--- config.mk ---
export PLATFORM = sky130hd
export DESIGN_NAME = sync_queue
export DESIGN_NICKNAME = d
export VERILOG_FILES = /design/src/rtl/sync_queue.sv
export SDC_FILE = /design/constraint.sdc
export NUM_CORES = 1
export LEC_CHECK = 0
export CORE_MARGIN = 4
export CORE_UTILIZATION = 60
export CTS_BUF_LIST = sky130_fd_sc_hd__clkbuf_2 sky130_fd_sc_hd__clkbuf_4 sky130_fd_sc_hd__clkbuf_8
export DETAILED_ROUTE_END_ITERATION = 16
export PLACE_DENSITY = 0.77
export SYNTH_ARGS = -nofsm -noshare
export SYNTH_HDL_FRONTEND = slang
export SYNTH_SLANG_ARGS = --single-unit
--- constraint.sdc ---
create_clock -name CLK -period 3.3 [get_ports CLK]
set_input_delay 0.33 -clock CLK [delete_from_list [all_inputs] [get_ports CLK]]
set_output_delay 0.33 -clock CLK [all_outputs]
set_load 0.01 [all_outputs]
--- src/rtl/sync_queue.sv ---
// sync_queue: single-clock first-word-fall-through queue with occupancy count,
// almost-full / almost-empty thresholds and sticky overflow / underflow flags.
// Storage is a register array that is never reset; only pointers, count and
// flags are reset or flushed.
module sync_queue #(
   parameter int BITSIZE = 8,
   parameter int ADDSIZE = 4,
   parameter int AF_LVL  = 2**ADDSIZE-2,
   parameter int AE_LVL  = 2
) (
   input  logic               CLK,
   input  logic               RSTN,
   input  logic               CLR,
   input  logic               PUS,
   input  logic               POP,
   input  logic [BITSIZE-1:0] DI,
   output logic [BITSIZE-1:0] DO,
   output logic               DF,
   output logic               FUL,
   output logic               AF,
   output logic               AE,
   output logic [ADDSIZE:0]   CNT,
   output logic               OVF,
   output logic               UDF
);

   localparam int DEPTH = 2**ADDSIZE;

   localparam logic [ADDSIZE:0]   DEPTH_C = (ADDSIZE+1)'(DEPTH);
   localparam logic [ADDSIZE:0]   AF_C    = (ADDSIZE+1)'(AF_LVL);
   localparam logic [ADDSIZE:0]   AE_C    = (ADDSIZE+1)'(AE_LVL);
   localparam logic [ADDSIZE:0]   CNT_ONE = (ADDSIZE+1)'(1);
   localparam logic [ADDSIZE-1:0] PTR_ONE = ADDSIZE'(1);

   // Reject illegal configurations while the design is being elaborated.
   if (BITSIZE < 1) begin : g_chk_bitsize
      $fatal(1, "sync_queue: BITSIZE must be >= 1");
   end
   if (ADDSIZE < 1) begin : g_chk_addsize
      $fatal(1, "sync_queue: ADDSIZE must be >= 1");
   end
   if (AF_LVL < 1 || AF_LVL > DEPTH) begin : g_chk_af
      $fatal(1, "sync_queue: AF_LVL must be in 1..DEPTH");
   end
   if (AE_LVL < 0 || AE_LVL > DEPTH-1) begin : g_chk_ae
      $fatal(1, "sync_queue: AE_LVL must be in 0..DEPTH-1");
   end

   // Request semantics: PUS and POP are level requests sampled on every rising
   // CLK; each asserted cycle is one attempt. A pop is taken only when a word
   // is present (DF=1). A push is taken when the queue is not full, or when a
   // pop is taken in the same cycle (a slot frees up on that edge). Refused
   // attempts leave the queue untouched and set the matching sticky flag.
   // CLR beats both requests in the cycle it is high.

   logic [BITSIZE-1:0] mem_q [DEPTH];

   logic [ADDSIZE-1:0] head_q, head_d;
   logic [ADDSIZE-1:0] rear_q, rear_d;
   logic [ADDSIZE:0]   cnt_q,  cnt_d;
   logic               ovf_q,  ovf_d;
   logic               udf_q,  udf_d;

   logic               not_empty;
   logic               is_full;
   logic               pop_acc;
   logic               push_acc;
   logic               wr_en;

   // Status derived purely from the registered count.
   always_comb begin
      not_empty = (cnt_q != '0);
      is_full   = (cnt_q == DEPTH_C);
   end

   // Acceptance decisions, next-state for pointers, count and sticky flags.
   always_comb begin
      head_d   = head_q;
      rear_d   = rear_q;
      cnt_d    = cnt_q;
      ovf_d    = ovf_q;
      udf_d    = udf_q;
      pop_acc  = POP & not_empty;
      push_acc = PUS & (~is_full | pop_acc);
      wr_en    = 1'b0;

      if (CLR) begin
         head_d = '0;
         rear_d = '0;
         cnt_d  = '0;
         ovf_d  = 1'b0;
         udf_d  = 1'b0;
      end else begin
         if (pop_acc) begin
            head_d = head_q + PTR_ONE;
         end
         if (push_acc) begin
            rear_d = rear_q + PTR_ONE;
            wr_en  = 1'b1;
         end
         case ({push_acc, pop_acc})
            2'b10:   cnt_d = cnt_q + CNT_ONE;
            2'b01:   cnt_d = cnt_q - CNT_ONE;
            default: cnt_d = cnt_q;
         endcase
         if (PUS && !push_acc) begin
            ovf_d = 1'b1;
         end
         if (POP && !pop_acc) begin
            udf_d = 1'b1;
         end
      end
   end

   // Control state register with asynchronous clear.
   always_ff @(posedge CLK or negedge RSTN) begin
      if (!RSTN) begin
         head_q <= '0;
         rear_q <= '0;
         cnt_q  <= '0;
         ovf_q  <= 1'b0;
         udf_q  <= 1'b0;
      end else begin
         head_q <= head_d;
         rear_q <= rear_d;
         cnt_q  <= cnt_d;
         ovf_q  <= ovf_d;
         udf_q  <= udf_d;
      end
   end

   // Storage write; contents survive reset and flush by design.
   always_ff @(posedge CLK) begin
      if (wr_en) begin
         mem_q[rear_q] <= DI;
      end
   end

   // Output drive: head word falls through, forced to zero when empty.
   always_comb begin
      DF  = not_empty;
      FUL = is_full;
      AF  = (cnt_q >= AF_C);
      AE  = (cnt_q <= AE_C);
      CNT = cnt_q;
      OVF = ovf_q;
      UDF = udf_q;
      DO  = not_empty ? mem_q[head_q] : '0;
   end

endmodule

# After elaboration in Yosys (flattened, before gate mapping)
# Memory sizes are Yosys's and may differ from the RTL's.
# Cells that the tools add are included.
# op_classes
addsub,4
order_cmp,2
n_eq_ne,3
mux,15
bitwise_logic,4
n_reduce_logical,10
# op_table
cell,count
4-bit two-way mux,4
5-bit case mux with 2 select lines,1
4-bit by 1-bit adder with 4-bit output (second input constant),2
1-bit two-way mux,8
8-bit two-way mux,1
2-bit nonzero test,4
5-bit by 1-bit adder with 5-bit output (second input constant),1
5-bit == test (second input constant),1
5-bit by 4-bit >= comparator with 1-bit output (second input constant),1
5-bit by 2-bit less-or-equal comparator with 1-bit output (second input constant),1
5-bit two-way mux,1
5-bit nonzero test,1
5-bit by 1-bit subtractor with 5-bit output (second input constant),1
3-bit nonzero test,1
1-bit AND,2
2-bit by 1-bit == test with 1-bit output (second input constant),1
2-bit == test (second input constant),1
1-bit logical AND,2
1-bit logical NOT,2
1-bit NOT,1
1-bit bitwise OR,1
# totals
regBits,15
mem_bits_rw,128
input_bits,13
out_inout_bits,19
wordCells,44
memories,1
# mem_list
name,words,word_bits,rd,rd_ports_with_merged_regs,wr,line,source
mem_q,16,8,1,0,1,56,logic [BITSIZE-1:0] mem_q [DEPTH];

# Logic depth before layout (Yosys ltp)
# depth
depth_word,8
mapped_depth,10
mapped_depth_nobuf,10

# Worst setup path after synthesis
# OpenSTA, ideal clock, no wires.
# synth_timing
path_type,reg-to-reg
startpoint,"reg cnt_q[4], in the netlist CNT[4]"
endpoint,"reg cnt_q[4], in the netlist CNT[4]"
setup_time_ns,0.136
arrival_time_ns,2.314
required_ns,3.164
slack_ns,0.849
stages_incl_launch_ff,11
path_cell_list,dfrtp_1 > or3_1 > nor2_1 > inv_1 > nand3_1 > inv_1 > ha_1 > or2_2 > o21a_1 > o2111ai_1 > a21oi_1
# synth_between
elab_chain_cells,7
# synth_rtl
element,line,source
"start, declared",60,"logic [ADDSIZE:0] cnt_q, cnt_d;"
"start signal, assigned",126,cnt_q <= cnt_d;
5-bit nonzero test (*),72,not_empty = (cnt_q != '0);
named net DF,18,"output logic DF,"
1-bit AND (*),83,pop_acc = POP & not_empty;
1-bit bitwise OR,84,push_acc = PUS & (~is_full | pop_acc);
1-bit AND,84,
2-bit by 1-bit == test with 1-bit output or 2-bit == test (tied branches),101,"case ({push_acc, pop_acc})"
5-bit case mux with 2 select lines,101,
5-bit two-way mux,87,if (CLR) begin
# The timed path passes the listed nets; every way through them passes the cells marked *.
# A chain may end at the register's enable or synchronous reset.

# Final worst setup path
# layout_timing
startpoint,"reg cnt_q[4], in the netlist CNT[4]"
endpoint,out DO[7]
# layout_between
elab_chain_cells,2
# layout_rtl
element,line,source
5-bit nonzero test,72,
8-bit two-way mux,148,DO = not_empty ? mem_q[head_q] : '0;
"end, declared",17,"output logic [BITSIZE-1:0] DO,"
# No other way between the ends.

==> flow_metrics.py <==
metrics = {
    "cts": {
        "cts_buffers": 17,
        "cts_max_level": 4,
        "clock_latency_ns": 0.43,
        "cts_tree": "built",
        "post-cts-setup-buffers": 0,
        "cts_num_sinks": 143,
        "cts_root_buf": "clkbuf_8",
        "clockBufferDepth": 2,
        "ctsResizeCount": 0,
        "hold_buffers": 0,
        "clk_pin_slew_ns": 0.07,
    },
    "worst_setup_path": {
        "worst_ep_arrival_time_ns": 2.63,
        "cp_max_fo": 8,
        "rrSetupSlack_ns": 0.73,
        "cp.buffers_inverters": 2,
        "crit_cells": 6,
        "cp-start-kind": "flip-flop",
        "critical_path_class": "reg -> out",
        "rr_startpoint": "CNT[4]",
        "crit_chain": "or3_1 -> nor2_1 -> inv_1 -> nand2b_1 -> o22ai_1 -> clkdlybuf4s50_1",
        "r2r_end": "CNT[4]",
        "crit_path_end_kind": "output pin",
        "r2r_cells": 10,
        "worstPathRequired_ns": 2.97,
        "cp-endpoint": "DO[7]",
        "cp_top_family": "simple AND/OR/NAND/NOR gates",
        "crit_start": "CNT[4]",
        "cp_slowest_cell": "clkdlybuf4s50_1",
        "max_stage_delay_ns": 0.51,
    },
    "timing": {
        "maxSlewViolCount": 0,
        "hold_slack_ns": 0.3174,
        "rsz0062_at_grt": "false",
        "finalCriticalPeriod_ns": 2.960,
        "hold_viol_final": 0,
        "fin_setup_tns_ns": 0,
        "finalCritPeriodShare": 0.8971,
        "fin_ws_ns": 0.3396,
        "clock_skew_ns": 0.006711,
        "fmax_mhz": 337.8,
        "tightestPinTransition_ns": 0.9874,
        "slew_headroom": 0.3393,
        "setup_viol_count_final": 0,
    },
    "yosys": {
        "synth_edf_count": 128,
        "syn_nets": 350,
        "synthMuxAreaShare": 0.1601,
        "synth_fa_ha_area_frac": 0.02011,
        "ys_seq_area_frac": 0.7065,
        "avgSynthCellArea_um2": 18.21,
        "postSynthCellCount": 328,
        "synth_top_family_by_area": "multiplexers",
        "synth-compound-area-share": 0.03834,
        "synth_warnings": 0,
        "synth-xor-area-share": 0.01027,
        "synthSimpleGateAreaFrac": 0.04546,
        "ys_ff_latch": 143,
        "synth_cell_types": 39,
        "ys.flop_type": "edfxtp_1",
        "ys_async_sr_fraction": 0.1049,
        "syn_area_um2": 5972,
    },
    "floorplanning": {
        "start_util": 0.6138,
        "io_pins": 32,
        "dieHeight_um": 107.8,
        "rows": 36,
        "fp.dieArea_um2": 11610,
        "coreArea_um2": 9729,
        "die_w_um": 107.8,
    },
    "finish": {
        "final_nets": 407,
        "mostFrequentLayoutCells": "edfxtp_1 (128), mux4_2 (32), clkdlybuf4s50_1 (31)",
        "area_delta_synth_final_pct": 16.40,
        "diodes": 0,
        "drive_above_1_share": 0.2437,
        "stdcell_count": 531,
        "layout.cells.most_common": "edfxtp_1",
    },
    "grt": {
        "grt-ovfl-total": 0,
        "antenna_found_initial": 0,
        "grt_pass1_vias": 3203,
        "grtUsageTotal": 0.2187,
        "grt_pass1_wl_mm": 18.15,
        "grt_start_max_net_pins": 27,
    },
    "flow_run": {
        "drv_cap": 0,
    },
    "route": {
        "vias": 3149,
        "drt_pass1_iterations": 4,
        "viasPerCell": 5.930,
        "drc": 0,
        "drt_iter0_markers": 344,
        "wirelength_mm": 11.31,
        "route.detailed.wl_per_inst_um": 21.29,
        "antenna_left": 0,
    },
    "power_and_ir_drop": {
        "peakVddDrop_uv": 560.0,
        "swShare": 0.2695,
        "p_per_area_nw_per_um2": 677.4,
        "p_leak_nw": 2.337,
        "p_clk_frac": 0.285,
        "switchingPower_w": 0.001269,
        "internal-power_w": 0.003440,
        "comb_power_share": 0.272,
        "pwr-share-seq": 0.443,
    },
    "run_status": {
        "status": "finished clean",
    },
    "placement": {
        "dp_slack_ns": 0.6663,
        "dpl.cell_count": 499,
        "hpwl_mm": 7.353,
        "port_buffers": 31,
        "gp_congestion": 0.8899,
    },
    "worst_hold_path": {
        "hold_class": "in -> async",
    },
}
-- cell type report --
class | instances | area [µm²]
clock buffer | 18 | 241.5
timing repair buffer | 54 | 495.5
sequential | 143 | 4220
inverter | 11 | 41.29
multi-input combinational | 158 | 1638
tap | 133 | 166.4
clock inverter | 14 | 148.9
fill | 632 | 2778
-- registers in the layout, summed over array words and instances (netlist names) --
register  flops
OVF           1
head_q        4
CNT           5
mem_q       128
rear_q        4
UDF           1
-- synth_stat cells, types with 3 or more instances --
cell / count / area, µm²
o211ai_1: 3 / 22.52
a21oi_1: 6 / 30.03
edfxtp_1: 128 / 3844
buf_2: 5 / 25.02
nand2_1: 7 / 26.28
or2_2: 3 / 18.77
clkbuf_1: 9 / 33.78
dfrtp_1: 15 / 375.4
mux4_2: 32 / 720.7
mux2_4: 3 / 45.04
nand3_1: 7 / 35.03
xor2_1: 6 / 52.55
o22ai_1: 8 / 50.05
mux2i_1: 19 / 190.2
nor2b_1: 3 / 18.77
nor2_1: 30 / 112.6
inv_1: 11 / 41.29
ha_1: 8 / 100.1
-- how the worst min path moves through the flow --
stage                     cells after the start        end  slack [ns]  startpoint
final                                         1     CNT[4]        0.32        RSTN
after detailed placement                      2        UDF        0.50         UDF
after floorplan                               0     CNT[0]        0.03        RSTN
after CTS                                     1  rear_q[0]        0.34        RSTN
after global placement                        2        OVF        0.51         OVF
after global routing                          1     CNT[2]        0.37        RSTN
-- logic make-up (layout without fill, tap and decap cells) --
family,count (synthesis),in the layout
muxes,54,54
DFF,143,143
xor gates and xnor gates,7,7
buffers and inverters,27,97
and+or+nand+nor,59,59
adders and majority gates,9,9
AOI/OAI and AO/OA,29,29
-- metrics by stage --
| step | cell area [µm²] | util | power [W] |
|---|---|---|---|
| detailed placement | 6561 | 0.6744 | 0.003417 |
| finish | 6952 | 0.7145 | 0.004709 |
| floorplan | 5972 | - | 0.002964 |
| CTS | 6952 | 0.7145 | 0.004741 |
| global route | 6952 | 0.7145 | 0.004954 |
| global placement | 6561 | 0.6744 | 0.003398 |
-- power by group through the flow --
stage	Clock (W)	Sequential (W)	Combinational [W]
6_report	0.00134	0.00209	0.00128
5_1_grt	0.00146	0.00210	0.00139
4_1_cts	0.00136	0.00209	0.00129
3_5_place_dp	0	0.00213	0.00129
3_3_place_gp	0	0.00213	0.00127
2_1_floorplan	0	0.00212	0.000846
-- metal layers --
| metal | routed length (µm) | vias up | global-route usage |
|---|---|---|---|
| met4 | 286 | 0 | 0.08656 |
| met2 | 5401 | 102 | 0.3233 |
| li1 | - | 1411 | - |
| met1 | 4978 | 1614 | 0.3153 |
| met3 | 640 | 22 | 0.05759 |
| met5 | 0 | - | 0 |
Note: power is estimated with default switching activity, not from simulation.
